[config.mk]
export PLATFORM = sky130hd
export DESIGN_NAME = conv_window_sched
export DESIGN_NICKNAME = d
export VERILOG_FILES = /design/src/rtl/conv_window_sched.sv
export SDC_FILE = /design/constraint.sdc
export NUM_CORES = 1
export LEC_CHECK = 0
export ABC_AREA = 1
export BUFFER_PORTS_ARGS = -buffer_cell sky130_fd_sc_hd__buf_2
export CAP_MARGIN = 20
export CORE_MARGIN = 5
export CORE_UTILIZATION = 35
export CTS_CLUSTER_SIZE = 10
export DETAILED_ROUTE_END_ITERATION = 6
export HOLD_SLACK_MARGIN = 0.02
export SETUP_SLACK_MARGIN = 0.05
export SYNTH_ARGS = -nofsm -noshare
export SYNTH_HDL_FRONTEND = slang
export SYNTH_SLANG_ARGS = --single-unit
export TNS_END_PERCENT = 1
[constraint.sdc]
create_clock -name clk -period 3.9 [get_ports clk]
set_clock_uncertainty 0.05 [all_clocks]
set_input_delay 0.585 -clock clk [delete_from_list [all_inputs] [get_ports clk]]
set_output_delay 0.585 -clock clk [all_outputs]
set_load 0.01 [all_outputs]
[src/rtl/conv_window_sched.sv]
// Sequencer for the 4x4 convolution datapath: loads a 16-tap kernel, walks a 4x4
// window across pixel memory and streams each datapath result with its coordinates.
module conv_window_sched #(
  parameter int lenOfInput  = 8,
  parameter int lenOfOutput = 25,
  parameter int IMG_W       = 8,
  parameter int IMG_H       = 8,
  parameter int AW          = $clog2(IMG_W*IMG_H)
) (
  input  logic                     clk,
  input  logic                     rst,
  input  logic                     start,
  output logic                     busy,
  output logic                     done,
  input  logic                     k_valid,
  input  logic [lenOfInput-1:0]    k_data,
  output logic                     k_ready,
  output logic                     mem_rd,
  output logic [AW-1:0]            mem_addr,
  input  logic [lenOfInput-1:0]    mem_data,
  output logic [16*lenOfInput-1:0] win_flat,
  output logic [16*lenOfInput-1:0] kern_flat,
  input  logic [lenOfOutput-1:0]   conv_result,
  output logic                     out_valid,
  input  logic                     out_ready,
  output logic [lenOfOutput-1:0]   out_data,
  output logic [AW-1:0]            out_row,
  output logic [AW-1:0]            out_col
);

  typedef enum logic [2:0] {IDLE, LOAD_K, FETCH, WAIT, CONV, OUT, DONE} state_t;

  localparam logic [AW-1:0] LAST_COL   = AW'(IMG_W - 4);
  localparam logic [AW-1:0] LAST_ROW   = AW'(IMG_H - 4);
  localparam logic [AW-1:0] ROW_STRIDE = AW'(IMG_W);

  state_t                state, state_nxt;
  logic [3:0]            tap_cnt;
  logic [3:0]            fetch_cnt;
  logic [3:0]            cap_idx;
  logic                  cap_valid;
  logic [AW-1:0]         row, col;
  logic [AW-1:0]         row_sel, col_sel;
  logic                  more_cols, more_rows;
  logic [lenOfInput-1:0] win  [16];
  logic [lenOfInput-1:0] kern [16];

  assign more_cols = (col < LAST_COL);
  assign more_rows = (row < LAST_ROW);

  always_ff @(posedge clk) begin
    if (rst) state <= IDLE;
    else     state <= state_nxt;
  end

  always_comb begin
    state_nxt = state;
    case (state)
      IDLE:    if (start) state_nxt = LOAD_K;
      LOAD_K:  if (k_valid && tap_cnt == 4'd15) state_nxt = FETCH;
      FETCH:   if (fetch_cnt == 4'd15) state_nxt = WAIT;
      WAIT:    state_nxt = CONV;
      CONV:    state_nxt = OUT;
      OUT: begin
        if (out_ready) begin
          if (more_cols || more_rows) state_nxt = FETCH;
          else                        state_nxt = DONE;
        end
      end
      DONE:    state_nxt = IDLE;
      default: state_nxt = IDLE;
    endcase
  end

  assign busy    = (state != IDLE);
  assign done    = (state == DONE);
  assign k_ready = (state == LOAD_K);
  assign mem_rd  = (state == FETCH);

  // Window element (i,j) sits at (row+i, col+j); fetch_cnt encodes i in [3:2], j in [1:0].
  assign row_sel  = row + AW'(fetch_cnt[3:2]);
  assign col_sel  = col + AW'(fetch_cnt[1:0]);
  assign mem_addr = mem_rd ? (row_sel * ROW_STRIDE + col_sel) : '0;

  always_ff @(posedge clk) begin
    if (rst) begin
      tap_cnt   <= '0;
      fetch_cnt <= '0;
      row       <= '0;
      col       <= '0;
      out_valid <= 1'b0;
      out_data  <= '0;
      out_row   <= '0;
      out_col   <= '0;
      for (int t = 0; t < 16; t++) kern[t] <= '0;
    end else begin
      case (state)
        IDLE: if (start) tap_cnt <= '0;
        LOAD_K: begin
          if (k_valid) begin
            kern[tap_cnt] <= k_data;
            tap_cnt       <= tap_cnt + 4'd1;
            if (tap_cnt == 4'd15) begin
              row       <= '0;
              col       <= '0;
              fetch_cnt <= '0;
            end
          end
        end
        FETCH: fetch_cnt <= fetch_cnt + 4'd1;
        CONV: begin
          out_valid <= 1'b1;
          out_data  <= conv_result;
          out_row   <= row;
          out_col   <= col;
        end
        OUT: begin
          if (out_ready) begin
            out_valid <= 1'b0;
            fetch_cnt <= '0;
            if (more_cols) begin
              col <= col + AW'(1);
            end else if (more_rows) begin
              col <= '0;
              row <= row + AW'(1);
            end
          end
        end
        default: ;
      endcase
    end
  end

  // Read data returns one cycle after its strobe, so the write index trails fetch_cnt by one.
  always_ff @(posedge clk) begin
    if (rst) begin
      cap_valid <= 1'b0;
      cap_idx   <= '0;
      for (int t = 0; t < 16; t++) win[t] <= '0;
    end else begin
      cap_valid <= (state == FETCH);
      cap_idx   <= fetch_cnt;
      if (cap_valid) win[cap_idx] <= mem_data;
    end
  end

  for (genvar g = 0; g < 16; g++) begin : g_pack
    assign win_flat[g*lenOfInput +: lenOfInput]  = win[g];
    assign kern_flat[g*lenOfInput +: lenOfInput] = kern[g];
  end

endmodule

==> summary.txt <==
Final layout
  • Filler cells: 3170
  • Final instance area: approximately 0.015 mm²
  • Area Growth Syn to Fin: 27.7%
  • Final core occ: 0.456
  • Sequential Area: 0.00901 mm²
  • Nets: 1433
  • Layout cells sized above 1: 0.307
  • Fin cells: 1838
  • Area of the multi-input gates: 0.00267 mm²

Clocking
  • CTS Hold Bufs: 0
  • Clock Pin Slew Worst Setup and Hold Paths: 0.05 ns
  • # resized after CTS: 0
  • Clk root buf: clkbuf_16
  • Max Root-Sink Buffers: 3
  • Clk sink count: between 300 and 400
  • Skew-Pair Late Insertion Delay: 0.52 ns
  • CTS tree: built
  • H-tree Lvls: 2
  • CTS Buf Count: 39
  • Post-CTS setup buffers: 0

Placed design
  • DP Cell Count: 1780
  • GPL Wtd Cong: 0.783
  • DP Area: 0.0142 mm²
  • IO buf count: 349
  • Final HPWL DP: approximately 24 mm

Outcome
  • Status: complete, no violations

STA
  • Max Slew Vio Count: 0
  • Final Hold Fails: 0
  • Fmax achieved: 296 MHz
  • Worst-Margin Slew: approximately 0.86 ns
  • Setup_tns: 0 ns
  • Final setup viols: 0
  • Fin crit share: 0.867
  • Min Tclk post-route: 3.38 ns
  • RSZ-0062 raised after global routing: no
  • Relative slew slack: 0.424

Pwr
  • Clock share of power: 0.413
  • Worst VDD drop: 0.374 mV
  • Sw power: 1920 µW
  • P per Cell Area: just over 500 mW/mm²
  • Total Power: around 8000 µW
  • P_int: 6030 µW
  • P_leak: 0.00683 µW
  • Sw frac: 0.241
  • Sequential power share: 0.495
  • Comb pwr share: 0.092

Setup path
  • Slowest cell on crit path: fa_1
  • Critical-path cell list: ha_1 > inv_1 > fa_1 > inv_1 > ha_1 > nand2_1 > inv_1 > nand4_1 > o211ai_1 > nand2_1 > nand2_1 > nor2_1 > buf_2
  • Critical path startpoint category: flip-flop
  • CP max FO: 7
  • Element type at the critical path end: output pin
  • Required @ worst endpoint: 3.26 ns
  • Crit Path Category: reg -> out
  • Largest stage delay, worst path: approximately 0.47 ns
  • CP arrival: 2.75 ns

Hold path
  • Worst min path class: in -> reg

Die
  • Die Y: 195 µm
  • Initial Util: 0.357
  • Ports: 350
  • Core area: 0.0337 mm²
  • Die Area: roughly 0.038 mm²
  • Num rows: between 60 and 70
  • Horiz. Die Dim: 195 µm

Global routing
  • Total GRT Usage: 0.173
  • Vias in the first global route: 8647
  • Grt met3 use: 0.0439
  • Most crowded layer after global routing: met2
  • Met2 Resource Use GR: 0.279
  • Largest net degree at the start of global routing: 57
  • Initial antenna violation count: 1
  • Met1 Use GR: 0.232
  • Grt total ovfl: 0
  • First-pass GRT wire length: 51.8 mm

Logic synthesis
  • Sequential share of the synthesized area: 0.749
  • Post-Syn Area per Cell: 11.9 µm²
  • Post-synth net total: 1075
  • Yosys cell types: 28
  • Synth warnings: 0
  • Gate Count Post-Synth: 1015
  • Mapped cell area: approximately 0.012 mm²
  • Seq cells post-synth: 322

Drt
  • Via count: 8752
  • Routed wire length: about 35 mm
  • Vias per cell: roughly 4.8
  • Initial drt markers: approximately 600
  • WL/cell: 18.8 µm
  • Residual DRC: 0
  • Routed Antenna Nets: 0
  • First-pass DRT Iterations: 5

Flow run
  • Maxcap violations: 0
[per-layer routing]
metal	vias up	wire length (µm)
met4	0	824
met5	-	0
met3	55	3050
met1	4200	14600
met2	398	16100
li1	4099	-
[kinds of logic (layout without fill, tap and decap cells)]
kind of cell    count (synthesis)  after routing  share of synthesized area
compound gates                 74             74                     0.0318
xor+xnor                        3              3                    0.00218
fa+ha+maj                      14             14                     0.0158
buf+inv                        92            466                     0.0294
flops                         322            322                      0.749
other cells                     0              1                          0
simple gates                  510            510                      0.172
[sequential cells by signal, summed over array words and instances (netlist names), 3 cells and up]
signal / count
cap_idx: 4
col: 6
fetch_cnt: 4
kern: 128
out_col: 6
out_data: 25
out_row: 6
row: 6
state: 3
tap_cnt: 4
win: 128
[path summary, 6_finish.rpt]
kind              slack [ns]           start           to  depth (start not counted)
setup / recovery        0.52    fetch_cnt[2]  mem_addr[5]                         13
setup reg to reg        1.65       cap_valid    win[0][2]                          4
hold reg to reg         0.40          row[4]       row[4]                          2
hold / removal          0.27  conv_result[2]  out_data[2]                          3
[critical path: cells and delay by family, from the launching register on]
family	cells	cell delay, ns
simple gates	5	0.42
fa+ha+maj	3	0.97
buf+inv	4	0.29
flops	1	0.44
compound gates	1	0.11
[per-stage QoR]
| stage | setup slack (ns) | hold WS [ns] |
|---|---|---|
| 4_1_cts | 0.477 | 0.249 |
| 6_report | 0.519 | 0.267 |
| 3_5_place_dp | 1.01 | 0.395 |
| 3_3_place_gp | 0.977 | 0.395 |
| 2_1_floorplan | 1.33 | 0.379 |
| 5_1_grt | 0.275 | 0.265 |
[Yosys cell counts]
master	instances	area, µm²
a21oi_1	22	110
a22o_1	1	8.76
a31o_2	1	8.76
buf_2	7	35.0
clkbuf_1	29	109
dfxtp_1	66	1320
edfxtp_1	256	7690
fa_1	2	40.0
ha_1	12	150
inv_1	55	206
inv_2	1	3.75
nand2_1	94	353
nand2_2	17	106
nand3_1	19	95.1
nand3_4	1	17.5
nand4_1	6	37.5
nor2_1	359	1350
nor2_2	1	6.26
nor2_4	5	56.3
nor3_1	5	25.0
nor3b_1	2	15.0
o211ai_1	1	7.51
o21ai_0	47	235
o21ai_1	1	5.00
o21bai_1	1	7.51
or2_2	1	6.26
xnor2_1	1	8.76
xor2_1	2	17.5
[power groups by stage]
stage | clock network (µW) | logic (µW) | registers [µW]
5_1_grt | 3490 | 815 | 3950
2_1_floorplan | 0 | 354 | 4050
3_3_place_gp | 0 | 736 | 4000
6_report | 3280 | 732 | 3930
4_1_cts | 3330 | 745 | 3930
3_5_place_dp | 0 | 742 | 4000
[cell usage in the layout, fill, tap and decap left out, types with 2 or more instances in the layout]
master / instances
a21oi_1: 22
buf_2: 349
buf_4: 4
clkbuf_1: 11
clkbuf_16: 41
clkinv_2: 2
dfxtp_1: 66
edfxtp_1: 256
fa_1: 2
ha_1: 12
inv_1: 55
nand2_1: 94
nand2_2: 17
nand3_1: 19
nand4_1: 6
nor2_1: 359
nor2_4: 5
nor3_1: 5
nor3b_1: 2
o21ai_0: 47
xor2_1: 2
[area by class of cell]
cell class | count | share of cell area
clock inverters | 5 | 0.00424
diodes | 1 | 0.000163
well taps | 448 | 0.0365
inverters | 56 | 0.0137
multi-input cells | 601 | 0.174
flip-flops and latches | 322 | 0.587
clock buffers | 52 | 0.0695
repair buffers | 353 | 0.116
(Power assumes the default switching activity.)
